`config.mk`:
```
export PLATFORM = sky130hd
export DESIGN_NAME = cla_add_sequencer
export DESIGN_NICKNAME = d
export VERILOG_FILES = /design/src/rtl/cla_add_sequencer_pkg.sv /design/src/rtl/cla_slice.sv /design/src/rtl/cla_add_sequencer.sv
export SDC_FILE = /design/constraint.sdc
export NUM_CORES = 1
export LEC_CHECK = 0
export BUFFER_PORTS_ARGS = -buffer_cell sky130_fd_sc_hd__buf_4
export CAP_MARGIN = 20
export CELL_PAD_IN_SITES_DETAIL_PLACEMENT = 1
export CELL_PAD_IN_SITES_GLOBAL_PLACEMENT = 1
export CORE_ASPECT_RATIO = 1.25
export CORE_MARGIN = 3
export CORE_UTILIZATION = 39
export DETAILED_ROUTE_END_ITERATION = 10
export PLACE_DENSITY_LB_ADDON = 0.25
export RECOVER_POWER = 100
export SLEW_MARGIN = 0
export SYNTH_ARGS = -nofsm -noshare
export SYNTH_HDL_FRONTEND = slang
export SYNTH_SLANG_ARGS = --single-unit
```
`constraint.sdc`:
```
create_clock -name clk -period 7.8 [get_ports clk]
set_input_delay 1.56 -clock clk [delete_from_list [all_inputs] [get_ports clk]]
set_output_delay 1.56 -clock clk [all_outputs]
set_load 0.02 [all_outputs]
```
`src/rtl/cla_add_sequencer_pkg.sv`:
```
// Shared types and defaults for the time-shared carry-lookahead wide-add sequencer.
package cla_add_sequencer_pkg;

  localparam int DEF_WIDTH = 64;
  localparam int DEF_SLICE = 16;
  localparam int DEF_NREQ  = 2;
  localparam int ID_W      = 2;

  typedef enum logic [1:0] {
    ST_IDLE = 2'd0,
    ST_RUN  = 2'd1,
    ST_DONE = 2'd2
  } state_t;

  // Counter width for n distinct values, never narrower than one bit.
  function automatic int clog2_min1(input int n);
    return (n > 1) ? $clog2(n) : 1;
  endfunction

endpackage

```
`src/rtl/cla_slice.sv`:
```
// SLICE-bit two-level carry-lookahead adder: 4-bit groups with group propagate/generate
// feeding a group-carry lookahead unit. Purely combinational.
module cla_slice
  import cla_add_sequencer_pkg::*;
#(
  parameter int SLICE = DEF_SLICE
) (
  input  logic [SLICE-1:0] a,
  input  logic [SLICE-1:0] b,
  input  logic             cin,
  output logic [SLICE-1:0] sum,
  output logic             cout
);

  localparam int NGRP = SLICE / 4;

  logic [SLICE-1:0] p;
  logic [SLICE-1:0] g;
  logic [SLICE-1:0] c;
  logic [NGRP-1:0]  gp;
  logic [NGRP-1:0]  gg;
  logic [NGRP:0]    gc;

  assign p = a ^ b;
  assign g = a & b;

  always_comb begin
    // NOTE: every variable gets a default before the loops so no path leaves it unassigned (no latch).
    gp = '1;
    gg = '0;
    gc = '0;
    c  = '0;
    for (int q = 0; q < NGRP; q++) begin
      for (int i = 0; i < 4; i++) begin
        gg[q] = g[4*q+i] | (p[4*q+i] & gg[q]);
        gp[q] = gp[q] & p[4*q+i];
      end
    end
    // Group-level lookahead: carries into each group depend only on group P/G and cin.
    gc[0] = cin;
    for (int q = 0; q < NGRP; q++) begin
      gc[q+1] = gg[q] | (gp[q] & gc[q]);
    end
    for (int q = 0; q < NGRP; q++) begin
      c[4*q] = gc[q];
      for (int i = 1; i < 4; i++) begin
        c[4*q+i] = g[4*q+i-1] | (p[4*q+i-1] & c[4*q+i-1]);
      end
    end
  end

  assign sum  = p ^ c;
  assign cout = gc[NGRP];

endmodule

```
`src/rtl/cla_add_sequencer.sv`:
```
// Round-robin sequencer that feeds one shared CLA slice a chunk per cycle, LSB first,
// chaining carries to produce a full WIDTH-bit sum on a valid/ready response port.
module cla_add_sequencer
  import cla_add_sequencer_pkg::*;
#(
  parameter int WIDTH = DEF_WIDTH,
  parameter int SLICE = DEF_SLICE,
  parameter int NREQ  = DEF_NREQ
) (
  input  logic                  clk,
  input  logic                  rst,
  input  logic [NREQ-1:0]       req_valid,
  output logic [NREQ-1:0]       req_ready,
  input  logic [NREQ*WIDTH-1:0] req_a,
  input  logic [NREQ*WIDTH-1:0] req_b,
  input  logic [NREQ-1:0]       req_cin,
  output logic                  rsp_valid,
  input  logic                  rsp_ready,
  output logic [ID_W-1:0]       rsp_id,
  output logic [WIDTH-1:0]      rsp_sum,
  output logic                  rsp_cout,
  output logic                  rsp_ovf
);

  localparam int BEATS = WIDTH / SLICE;
  localparam int BW    = clog2_min1(BEATS);

  state_t          state, state_nxt;
  logic [ID_W-1:0] rr_ptr;
  logic [ID_W-1:0] grant;
  logic            any_valid;
  logic            accept;
  logic            last_beat;
  logic [BW-1:0]   beat;
  logic            carry;
  logic [WIDTH-1:0] a_q;
  logic [WIDTH-1:0] b_q;
  logic [SLICE-1:0] s_chunk;
  logic             s_cout;

  // Search downward so the lowest offset from rr_ptr is the one left standing.
  always_comb begin
    grant     = '0;
    any_valid = 1'b0;
    for (int k = NREQ - 1; k >= 0; k--) begin
      if (req_valid[(int'(rr_ptr) + k) % NREQ]) begin
        grant     = ID_W'((int'(rr_ptr) + k) % NREQ);
        any_valid = 1'b1;
      end
    end
  end

  assign last_beat = (beat == BW'(BEATS - 1));

  always_ff @(posedge clk or posedge rst) begin
    if (rst) state <= ST_IDLE;
    else     state <= state_nxt;
  end

  always_comb begin
    state_nxt = state;
    req_ready = '0;
    accept    = 1'b0;
    unique case (state)
      ST_IDLE: if (any_valid) begin
        req_ready = NREQ'(1) << grant;
        accept    = 1'b1;
        state_nxt = ST_RUN;
      end
      ST_RUN:  if (last_beat) state_nxt = ST_DONE;
      ST_DONE: if (rsp_ready) state_nxt = ST_IDLE;
      default: state_nxt = ST_IDLE;
    endcase
  end

  assign rsp_valid = (state == ST_DONE);

  cla_slice #(.SLICE(SLICE)) u_slice (
    .a    (a_q[beat*SLICE +: SLICE]),
    .b    (b_q[beat*SLICE +: SLICE]),
    .cin  (carry),
    .sum  (s_chunk),
    .cout (s_cout)
  );

  always_ff @(posedge clk or posedge rst) begin
    if (rst) begin
      rr_ptr   <= '0;
      beat     <= '0;
      carry    <= 1'b0;
      a_q      <= '0;
      b_q      <= '0;
      rsp_id   <= '0;
      rsp_sum  <= '0;
      rsp_cout <= 1'b0;
      rsp_ovf  <= 1'b0;
    end else if (accept) begin
      // NOTE: non-blocking throughout so every register here samples pre-edge values.
      a_q    <= req_a[grant*WIDTH +: WIDTH];
      b_q    <= req_b[grant*WIDTH +: WIDTH];
      carry  <= req_cin[grant];
      beat   <= '0;
      rsp_id <= grant;
      rr_ptr <= ID_W'((int'(grant) + 1) % NREQ);
    end else if (state == ST_RUN) begin
      rsp_sum[beat*SLICE +: SLICE] <= s_chunk;
      carry <= s_cout;
      beat  <= beat + 1'b1;
      if (last_beat) begin
        rsp_cout <= s_cout;
        rsp_ovf  <= (a_q[WIDTH-1] == b_q[WIDTH-1]) && (s_chunk[SLICE-1] != a_q[WIDTH-1]);
      end
    end
  end

endmodule
```
==> metrics, run 1 <==
run status=finished, violations left; failing checks=max-capacitance violations, max-slew violations; commonest non-fill, non-tap cell in the layout=buf_4; Vias=slightly above 8000; Via density=between 5 and 6; Site Rows=65; FMAX=around 170 MHz; unrepaired setup endpoints after global routing=false; Post-DP HPWL=25330 um; number of buffers added on ports=332; number of I/O pins=334; Setup TNS=0 ps; Startpoint Class=input pin; total core area=25370 sq um; Hold Slack=474.5 ps; Place WS=2857 ps; initial DRC count=375; clock latency on the worst-skew pair=490 ps; Total GRT Usage=~23%; first-pass GRT wire length=49650 um; CP required=around 6200 ps; Die ar.=27910 sq um; H-tree depth=1; overall power=0.005790 W; CTS Buffer Depth=3; clock sink count=201; Antenna Cells=0; worst hold path type=reg -> reg; Die X=between 150 and 200 um; Initial Util=between 30% and 40%; worst rel slew slack=-79.74%; final setup margin=1752 ps; register area share after synthesis=between 40% and 50%; synth unique cells=37; Area growth syn-to-layout=29.75%; root buffer cell=clkbuf_16; crit path kind=in -> out; Syn. warnings=0; top cell type's share of synthesized area=49.75%; number of global-route vias before repair=8773; top cells by area, synth=dfrtp_1, mux2i_1, o21ai_0; Switching Share=45.18%; number of synthesized register bits=201; initial antenna violation count=1; Pre-Repair DR Iteration Count=4; Setup-failing EPs final=0; Comb pwr share=50.2%; Die Y=between 150 and 200 um; post-cts repair resize count=0; post-CTS setup buffer count=0; Final Hold Fails=0; Max-cap violations=4; wire per inst=20.74 um; Final period util=77.54%; Post-Route WL=about 33000 um; Reg power frac=around a third; Crit Path Max Fanout=55; DP Area=~13000 sq um; crit path capture type=output pin; largest net degree at the start of global routing=127; Post-Syn Instances=945; power share of the clock group=around 16%; routability cong.=0.8267; nets@finish=1540; minimum clock period after layout=6048 ps; Final Max Slew Viols=306; # hold bufs at CTS=0; Pint=0.003174 W; Final Skew=14.96 ps; Final Instance Area=between 10000 and 15000 sq um; pwr/cell area=441.4 nW/um^2; Post-Syn Area=around 10000 sq um; reg2reg setup slack=2730 ps; P_leak=roughly 6.5 nW; post-route ant nets=0; total grt overflow=0; Psw=0.002616 W; commonest non-fill, non-tap cells in the layout=buf_4, nand2_1, dfrtp_1, o21ai_0, mux2i_1; share of cells above drive strength 1=26.89%; CTS tree=yes; peak supply drop=0.1860 mV; worst-margin pin slew=~2700 ps; TritonCTS buffer count=21; crit path DAT=roughly 4500 ps; clk slew on worst S/H paths=60 ps; DRC viols=0; area leader, netlist=dfrtp_1; Synth Net Count=1242; Syn Area/Cell=10.70 sq um
## critical path, cell delays in order
cell      delay, ps
buf_4           130
o21ai_1         280
or2_0          1960
nor2_1          220
clkbuf_1        290
## synth_stat cells
library cell and count:
inv_1 32, nor2_1 7, nand2_4 2, buf_4 1, o21ai_1 22, o31ai_1 2, dfrtp_1 201, buf_2 26
ha_1 22, a21oi_1 9, conb_1 1, or4b_4 2, clkbuf_1 31, or2_2 1, xor2_1 4, and2b_1 1
nor2b_1 2, o21ai_2 10, nand2_1 203, a31oi_1 1, nor3_1 3, and3_1 1, fa_1 12, a21o_1 1
nand2b_1 1, o21a_1 1, buf_6 4, nand4_1 3, nand3_1 2, or4_1 1, a22o_1 1, o21ai_0 170
nand2_2 1, o211ai_1 2, a211oi_1 1, mux2i_1 129, mux4_2 32
## layer usage
metal / routed length (um) / track usage (%)
met5: 12 / 0
met4: 851 / 6.554
met2: 16390 / 39.18
met1: 13790 / 30.35
met3: 1979 / 4.043
## registers in the layout, indices dropped and copies added, names as in the netlist, 2 cells and up
signal   cells
b_q         64
beat         2
a_q         64
state        2
rsp_sum     64
## cells by family (layout without fill, tap and decap cells)
kind of cell             count (synthesis)  in the layout  synth area share, %
AO/OA/AOI/OAI                          220            220                11.48
XOR/XNOR                                 4              4               0.3465
adder cells (fa/ha/maj)                 34             34                5.098
buffers and inverters                   94            406                4.146
flip-flops                             201            201                49.75
multiplexers                           161            161                19.90
other                                    1              1              0.03709
AND/OR/NAND/NOR                        230            230                9.244
## per-stage QoR
step	std cells	util (%)
5_1_grt	1592	51.70
3_3_place_gp	1555	50.43
4_1_cts	1592	52.96
3_5_place_dp	1555	50.43
6_report	1592	51.70
2_1_floorplan	945	-
## power by group through the flow
stage / Sequential [W] / Clock [W] / Combinational [W]
after global placement: 0.00194 / 0 / 0.00297
final: 0.00194 / 0.000941 / 0.00291
after floorplan: 0.00192 / 0 / 0.00193
after detailed placement: 0.00195 / 0 / 0.00312
after global routing: 0.00200 / 0.00100 / 0.00326
after CTS: 0.00194 / 0.000958 / 0.00314
## path summary, 6_finish.rpt
path	startpoint	end	cells past startpoint
min in group asynchronous	rst	rsp_sum[60]	2
hold reg to reg	b_q[41]	b_q[41]	2
hold / removal	b_q[41]	b_q[41]	2
max in group asynchronous	rst	rsp_sum[41]	3
setup / recovery	req_valid[1]	req_ready[1]	5
setup reg to reg	beat[1]	rsp_ovf	13
## area by class of cell
| class | count | area [sq um] |
|---|---|---|
| flip-flops and latches | 201 | 5031 |
| clock inverters | 9 | 50.05 |
| inverters | 32 | 127.6 |
| clock buffers | 28 | 591.8 |
| repair buffers | 337 | 2271 |
| multi-input cells | 650 | 4628 |
| well taps | 335 | 419.2 |
| fillers | 2959 | 12260 |
(Power assumes the default switching activity.)
==> run 2: changes to the inputs <==
--- a/config.mk
+++ b/config.mk
@@ -11,7 +11,7 @@
 export CELL_PAD_IN_SITES_GLOBAL_PLACEMENT = 1
 export CORE_ASPECT_RATIO = 1.25
 export CORE_MARGIN = 3
-export CORE_UTILIZATION = 39
+export CORE_UTILIZATION = 35
 export DETAILED_ROUTE_END_ITERATION = 10
 export PLACE_DENSITY_LB_ADDON = 0.25
 export RECOVER_POWER = 100
==> constraint.sdc (replaced) <==
create_clock -name clk -period 5 [get_ports clk]
set_input_delay 1 -clock clk [delete_from_list [all_inputs] [get_ports clk]]
set_output_delay 1 -clock clk [all_outputs]
set_load 0.02 [all_outputs]
==> run 2 against run 1 <==
The flow still finishes with violations (max-capacitance violations, max-slew violations). Final cell count is 1.2% higher. Clock power rose by 64%. Global-route usage fell by 2.5 points. Sequential power increased by 55%. Critical path type is now reg -> reg. Largest cell class unchanged.
==> metrics, run 2 (synthesis gave the netlist of run 1 again) <==
overall power=0.009076 W; DRC viols=0; Site Rows=about 70; Max stage delay on crit path=590 ps; peak supply drop=0.3508 mV; Setup-failing EPs final=0; R2R depth=14; post-route ant nets=0; clock latency on the worst-skew pair=~500 ps; Max-cap violations=3; share of cells above drive strength 1=27.38%; Via density=slightly above 5; crit path kind=reg -> reg; Hold EP=b_q[33]; clk slew on worst S/H paths=60 ps; commonest non-fill, non-tap cells in the layout=buf_4, nand2_1, dfrtp_1, o21ai_0, mux2i_1; FF+latch area=between 5000 and 6000 sq um; Worst path top cell family by delay=adder cells; routability cong.=0.8017; minimum clock period after layout=4567 ps; CP max-delay cell=dfrtp_2; # hold bufs at CTS=0; Final period util=91.34%; Startpoint Class=flop; FMAX=219.0 MHz; Pre-Repair DR Iteration Count=4; CTS Buffer Depth=3; Vias=8224; unrepaired setup endpoints after global routing=false; number of global-route vias before repair=~8700; critical-path cell list=buf_4 > mux4_2 > ha_1 > nand2_1 > o21ai_0 > nor2b_1 > nor3_1 > fa_1 > fa_1 > fa_1 > xor2_1 > and3_1 > nor2_1 > o21ai_0; worst-margin pin slew=roughly 2500 ps; H-tree depth=1; root buffer cell=clkbuf_16; CP required=5410 ps; total grt overflow=0; TritonCTS buffer count=21; commonest non-fill, non-tap cell in the layout=buf_4; Final Skew=8.601 ps; top flop regs=a_q: 64 flops, b_q: 64 flops, rsp_sum: 64 flops; Hold Path Depth=2; Final Hold Fails=0; largest net degree at the start of global routing=roughly 180; Setup TNS=0 ps; pwr/cell area=686.3 nW/um^2; Place WS=between 300 and 400 ps; initial DRC count=365; total core area=28080 sq um; Area growth syn-to-layout=30.79%; Die ar.=30980 sq um; Initial Util=36.01%; R2R Path End=rsp_ovf; Post-Route WL=around 33000 um; reg2reg setup slack=around 430 ps; hold_sp=b_q[33]; Die X=between 150 and 200 um; Die Y=196.0 um; post-cts repair resize count=0; Crit Path Max Fanout=20; worst rel slew slack=-67.20%; final core utilization=47.10%; first-pass GRT wire length=49340 um; fillcell total=3172; Buf+Inv Stages, Crit Path=1; Final Max Slew Viols=308; run status=finished, violations left; failing checks=max-capacitance violations, max-slew violations; Post-DP HPWL=between 20000 and 30000 um; worst hold path type=reg -> reg; crit path capture type=flop; clock sink count=approximately 200; P_leak=roughly 6.5 nW; CTS tree=yes; final setup margin=433.2 ps; nets@finish=1545; wire per inst=20.43 um; number of I/O pins=334; crit path DAT=4980 ps; initial antenna violation count=0; most used cell, CP=fa_1; post-CTS setup buffer count=0; FF-to-FF Start=beat[0]; area of the multi-input gates=approximately 4600 sq um; number of buffers added on ports=332; Total GRT Usage=just over 20%
==> run 2: layout make-up <==
type / count / area share [%]
inverters: 32 / 0.9178
flip-flops and latches: 201 / 38.05
clock buffers: 30 / 4.684
multi-input cells: 650 / 35.06
diodes: 1 / 0.01892
clock inverters: 5 / 0.3974
repair buffers: 342 / 17.56
well taps: 350 / 3.312
==> run 2: stage by stage <==
step | hold WS, ps | instance area, sq um | instances
2_1_floorplan | 444.6 | 10110 | 945
3_3_place_gp | 456.1 | 12870 | 1574
3_5_place_dp | 467.8 | 12870 | 1574
4_1_cts | 481.0 | 13540 | 1609
5_1_grt | 509.4 | 13220 | 1610
6_report | 473.9 | 13220 | 1611
==> run 2: layer usage <==
layer	vias up	GRT usage (%)	routed length, um
met5	-	0	0
met4	0	3.538	425
met3	29	3.244	1977
met2	264	35.40	16520
met1	4047	27.54	13990
li1	3884	-	-
==> run 2: worst max-delay path by stage <==
stage                 start      end  slack [ps]  depth (start not counted)
5_1_grt        req_valid[1]  a_q[14]          30                          6
6_report            beat[0]  rsp_ovf         430                         14
2_1_floorplan       beat[0]  rsp_ovf         780                         15
3_5_place_dp        beat[0]  rsp_ovf         380                         14
3_3_place_gp        beat[0]  rsp_ovf         550                         14
4_1_cts             beat[0]  rsp_ovf         370                         14
==> run 2: power breakdown <==
part           total (W)  internal (W)  switching, W
clock network    0.00154      0.000908      0.000637
registers        0.00300       0.00240      0.000599
logic            0.00453       0.00171       0.00282
total            0.00908       0.00502       0.00405
==> run 2: worst register-to-register path, delay by kind of cell (launching register included) <==
kind | cells | cell delay [ps]
flip-flops | 1 | 590
adder cells (fa/ha/maj) | 4 | 1560
AND/OR/NAND/NOR | 5 | 670
buffers and inverters | 1 | 380
XOR/XNOR | 1 | 370
multiplexers | 1 | 550
AO/OA/AOI/OAI | 2 | 380
==> run 3: changes to the inputs <==
--- a/config.mk
+++ b/config.mk
@@ -11,11 +11,12 @@
 export CELL_PAD_IN_SITES_GLOBAL_PLACEMENT = 1
 export CORE_ASPECT_RATIO = 1.25
 export CORE_MARGIN = 3
-export CORE_UTILIZATION = 35
+export CORE_UTILIZATION = 36
 export DETAILED_ROUTE_END_ITERATION = 10
 export PLACE_DENSITY_LB_ADDON = 0.25
 export RECOVER_POWER = 100
 export SLEW_MARGIN = 0
 export SYNTH_ARGS = -nofsm -noshare
 export SYNTH_HDL_FRONTEND = slang
+export SYNTH_HIERARCHICAL = 1
 export SYNTH_SLANG_ARGS = --single-unit
==> run 3 against run 2 <==
The flow still finishes with violations (max-capacitance violations, max-slew violations). Register-to-register slack improved by 40 ps. Routed wire length rose by 4.7%. Clock-buffer cell count rose by 1. Flip-flop and latch count did not move. Worst setup slack improved by 40 ps. Hold slack improved by 5.2 ps. Critical path depth did not move. Core utilization rose by 1.2 points. Die area fell by 5.0%. Clock power rose by 5%. Final area fell by 1.6%. First-iteration DRC count rose by 31%. Largest cell class unchanged. Largest power group unchanged.
==> metrics, run 3 <==
run status=finished, violations left; failing checks=max-capacitance violations, max-slew violations; Place WS=656.0 ps; first-pass GRT wire length=52340 um; clk slew on worst S/H paths=70 ps; worst hold path type=reg -> reg; CTS tree=yes; most frequent cell after synthesis=dfrtp_1; Startpoint Class=flop; pwr/cell area=746.5 nW/um^2; Initial Util=between 30% and 40%; DP Area=approximately 13000 sq um; nets@finish=1389; EDFF count, synth=0; clock latency on the worst-skew pair=roughly 500 ps; Switching Share=43.38%; Setup TNS=0 ps; top cells by area, synth=dfrtp_1, a221o_1, mux4_2; CTS Buffer Depth=3; top cells by count, synth=dfrtp_1, a221o_1, and2_1; Post-Syn Area=9863 sq um; Psw=0.004213 W; DRC viols=0; Post-Syn Instances=roughly 800; Via density=around 5.5; # hold bufs at CTS=0; register area share after synthesis=51.00%; Final Skew=about 14 ps; root buffer cell=clkbuf_16; Final Max Slew Viols=460; minimum clock period after layout=4527 ps; Syn. warnings=6; CP required=roughly 5400 ps; TritonCTS buffer count=21; final setup margin=473.2 ps; Final Instance Area=13010 sq um; largest net degree at the start of global routing=approximately 130; crit path capture type=flop; reg2reg setup slack=470 ps; crit path kind=reg -> reg; FFs w/ async S/R, synth=100.0%; total core area=between 20000 and 30000 sq um; Reg power frac=30.5%; Vias=about 7900; Total GRT Usage=between 20% and 30%; Post-DP HPWL=26050 um; Die ar.=roughly 30000 sq um; Crit Path Max Fanout=17; number of I/O pins=334; crit path DAT=4930 ps; Final period util=90.54%; Die X=between 150 and 200 um; initial antenna violation count=1; Synth Net Count=around 1100; routability cong.=0.8323; peak supply drop=0.3078 mV; commonest non-fill, non-tap cell in the layout=buf_4; worst-margin pin slew=2301 ps; overall power=0.009712 W; post-route ant nets=0; H-tree depth=1; synth unique cells=50; initial DRC count=about 480; Antenna Cells=0; share of cells above drive strength 1=31.58%; unrepaired setup endpoints after global routing=false; area of the multi-input gates=roughly 4500 sq um; post-CTS setup buffer count=0; number of buffers added on ports=332; Comb pwr share=52.9%; Setup-failing EPs final=0; top cell type's share of synthesized area=between 50% and 60%; Final Hold Fails=0; power share of the clock group=16.6%; total grt overflow=0; Syn Area/Cell=12.52 sq um; number of global-route vias before repair=8587; FF+latch area=around 5000 sq um; Die Y=191.1 um; commonest non-fill, non-tap cells in the layout=buf_4, dfrtp_1, a221o_1, clkbuf_1; Pre-Repair DR Iteration Count=4; fillcell total=2904; top flop regs=a_q: 64 flops, b_q: 64 flops, rsp_sum: 64 flops; clock sink count=approximately 200; wire per inst=23.76 um; post-cts repair resize count=0; number of synthesized register bits=~200; area leader, netlist=dfrtp_1; worst rel slew slack=-53.37%; Post-synth top flop=dfrtp_1; Area growth syn-to-layout=31.90%; Post-Route WL=around 34000 um; P_leak=6.137 nW; Max-cap violations=8; Pint=0.005499 W; Site Rows=67; FMAX=around 220 MHz
[run 3: worst paths after layout]
| kind | start | end | cells after the start |
|---|---|---|---|
| max | beat[1] | rsp_ovf | 14 |
| min | rsp_sum[61] | rsp_sum[61] | 2 |
| max reg2reg | beat[1] | rsp_ovf | 14 |
| min reg2reg | rsp_sum[61] | rsp_sum[61] | 2 |
| max in group asynchronous | rst | b_q[9] | 3 |
| min in group asynchronous | rst | a_q[13] | 2 |
[run 3: cells by family (layout without fill, tap and decap cells)]
| group | count (synthesis) | after routing | share of synthesized area, % |
|---|---|---|---|
| and+or+nand+nor | 195 | 195 | 11.02 |
| AOI/OAI and AO/OA | 217 | 217 | 18.41 |
| DFF | 201 | 201 | 51.00 |
| xor gates and xnor gates | 4 | 4 | 0.3552 |
| other | 1 | 1 | 0.03802 |
| adders and majority gates | 33 | 33 | 5.100 |
| buffers and inverters | 74 | 391 | 3.615 |
| muxes | 63 | 63 | 10.47 |
[run 3: layer usage]
metal | global-route usage, % | part of all wire, % | vias up
met1 | 29.49 | 40 | 4033
met4 | 4.043 | 1.8 | 2
met5 | 0 | 0.038 | -
met3 | 3.646 | 5.4 | 40
met2 | 41.17 | 53 | 266
li1 | - | - | 3577
[run 3: critical path: stages, from the launching register on]
cell and delay, ps:
dfrtp_1 660, buf_4 360, mux4_2 390, ha_1 320, a21oi_1 160, nor2_1 90, o31ai_2 300, nand3_2 170
fa_1 410, fa_1 390, fa_1 380, xor2_1 360, nor3b_1 240, a21oi_1 60, o21ai_0 140
[run 3: final cells by class]
class                      instances  share of cell area [%]
multi-input combinational        513                   34.30
tap                              345                   3.318
sequential                       201                   38.67
inverter                          11                  0.3270
clock buffer                      31                   4.866
timing repair buffer             345                   17.96
clock inverter                     4                  0.5578
[run 3: per-stage QoR]
stage / utilization [%] / hold slack, ps / std cells
global route: 48.35 / 513.1 / 1450
floorplan: - / 445.2 / 788
finish: 48.35 / 479.0 / 1450
CTS: 49.54 / 488.6 / 1449
global placement: 46.92 / 459.7 / 1414
detailed placement: 46.92 / 475.0 / 1414
[run 3: power groups by stage]
| stage | Clock (W) | Sequential [W] | Combinational (W) |
|---|---|---|---|
| 2_1_floorplan | 0 | 0.00294 | 0.00334 |
| 6_report | 0.00161 | 0.00296 | 0.00513 |
| 3_5_place_dp | 0 | 0.00299 | 0.00538 |
| 5_1_grt | 0.00172 | 0.00304 | 0.00564 |
| 4_1_cts | 0.00166 | 0.00298 | 0.00540 |
| 3_3_place_gp | 0 | 0.00300 | 0.00520 |
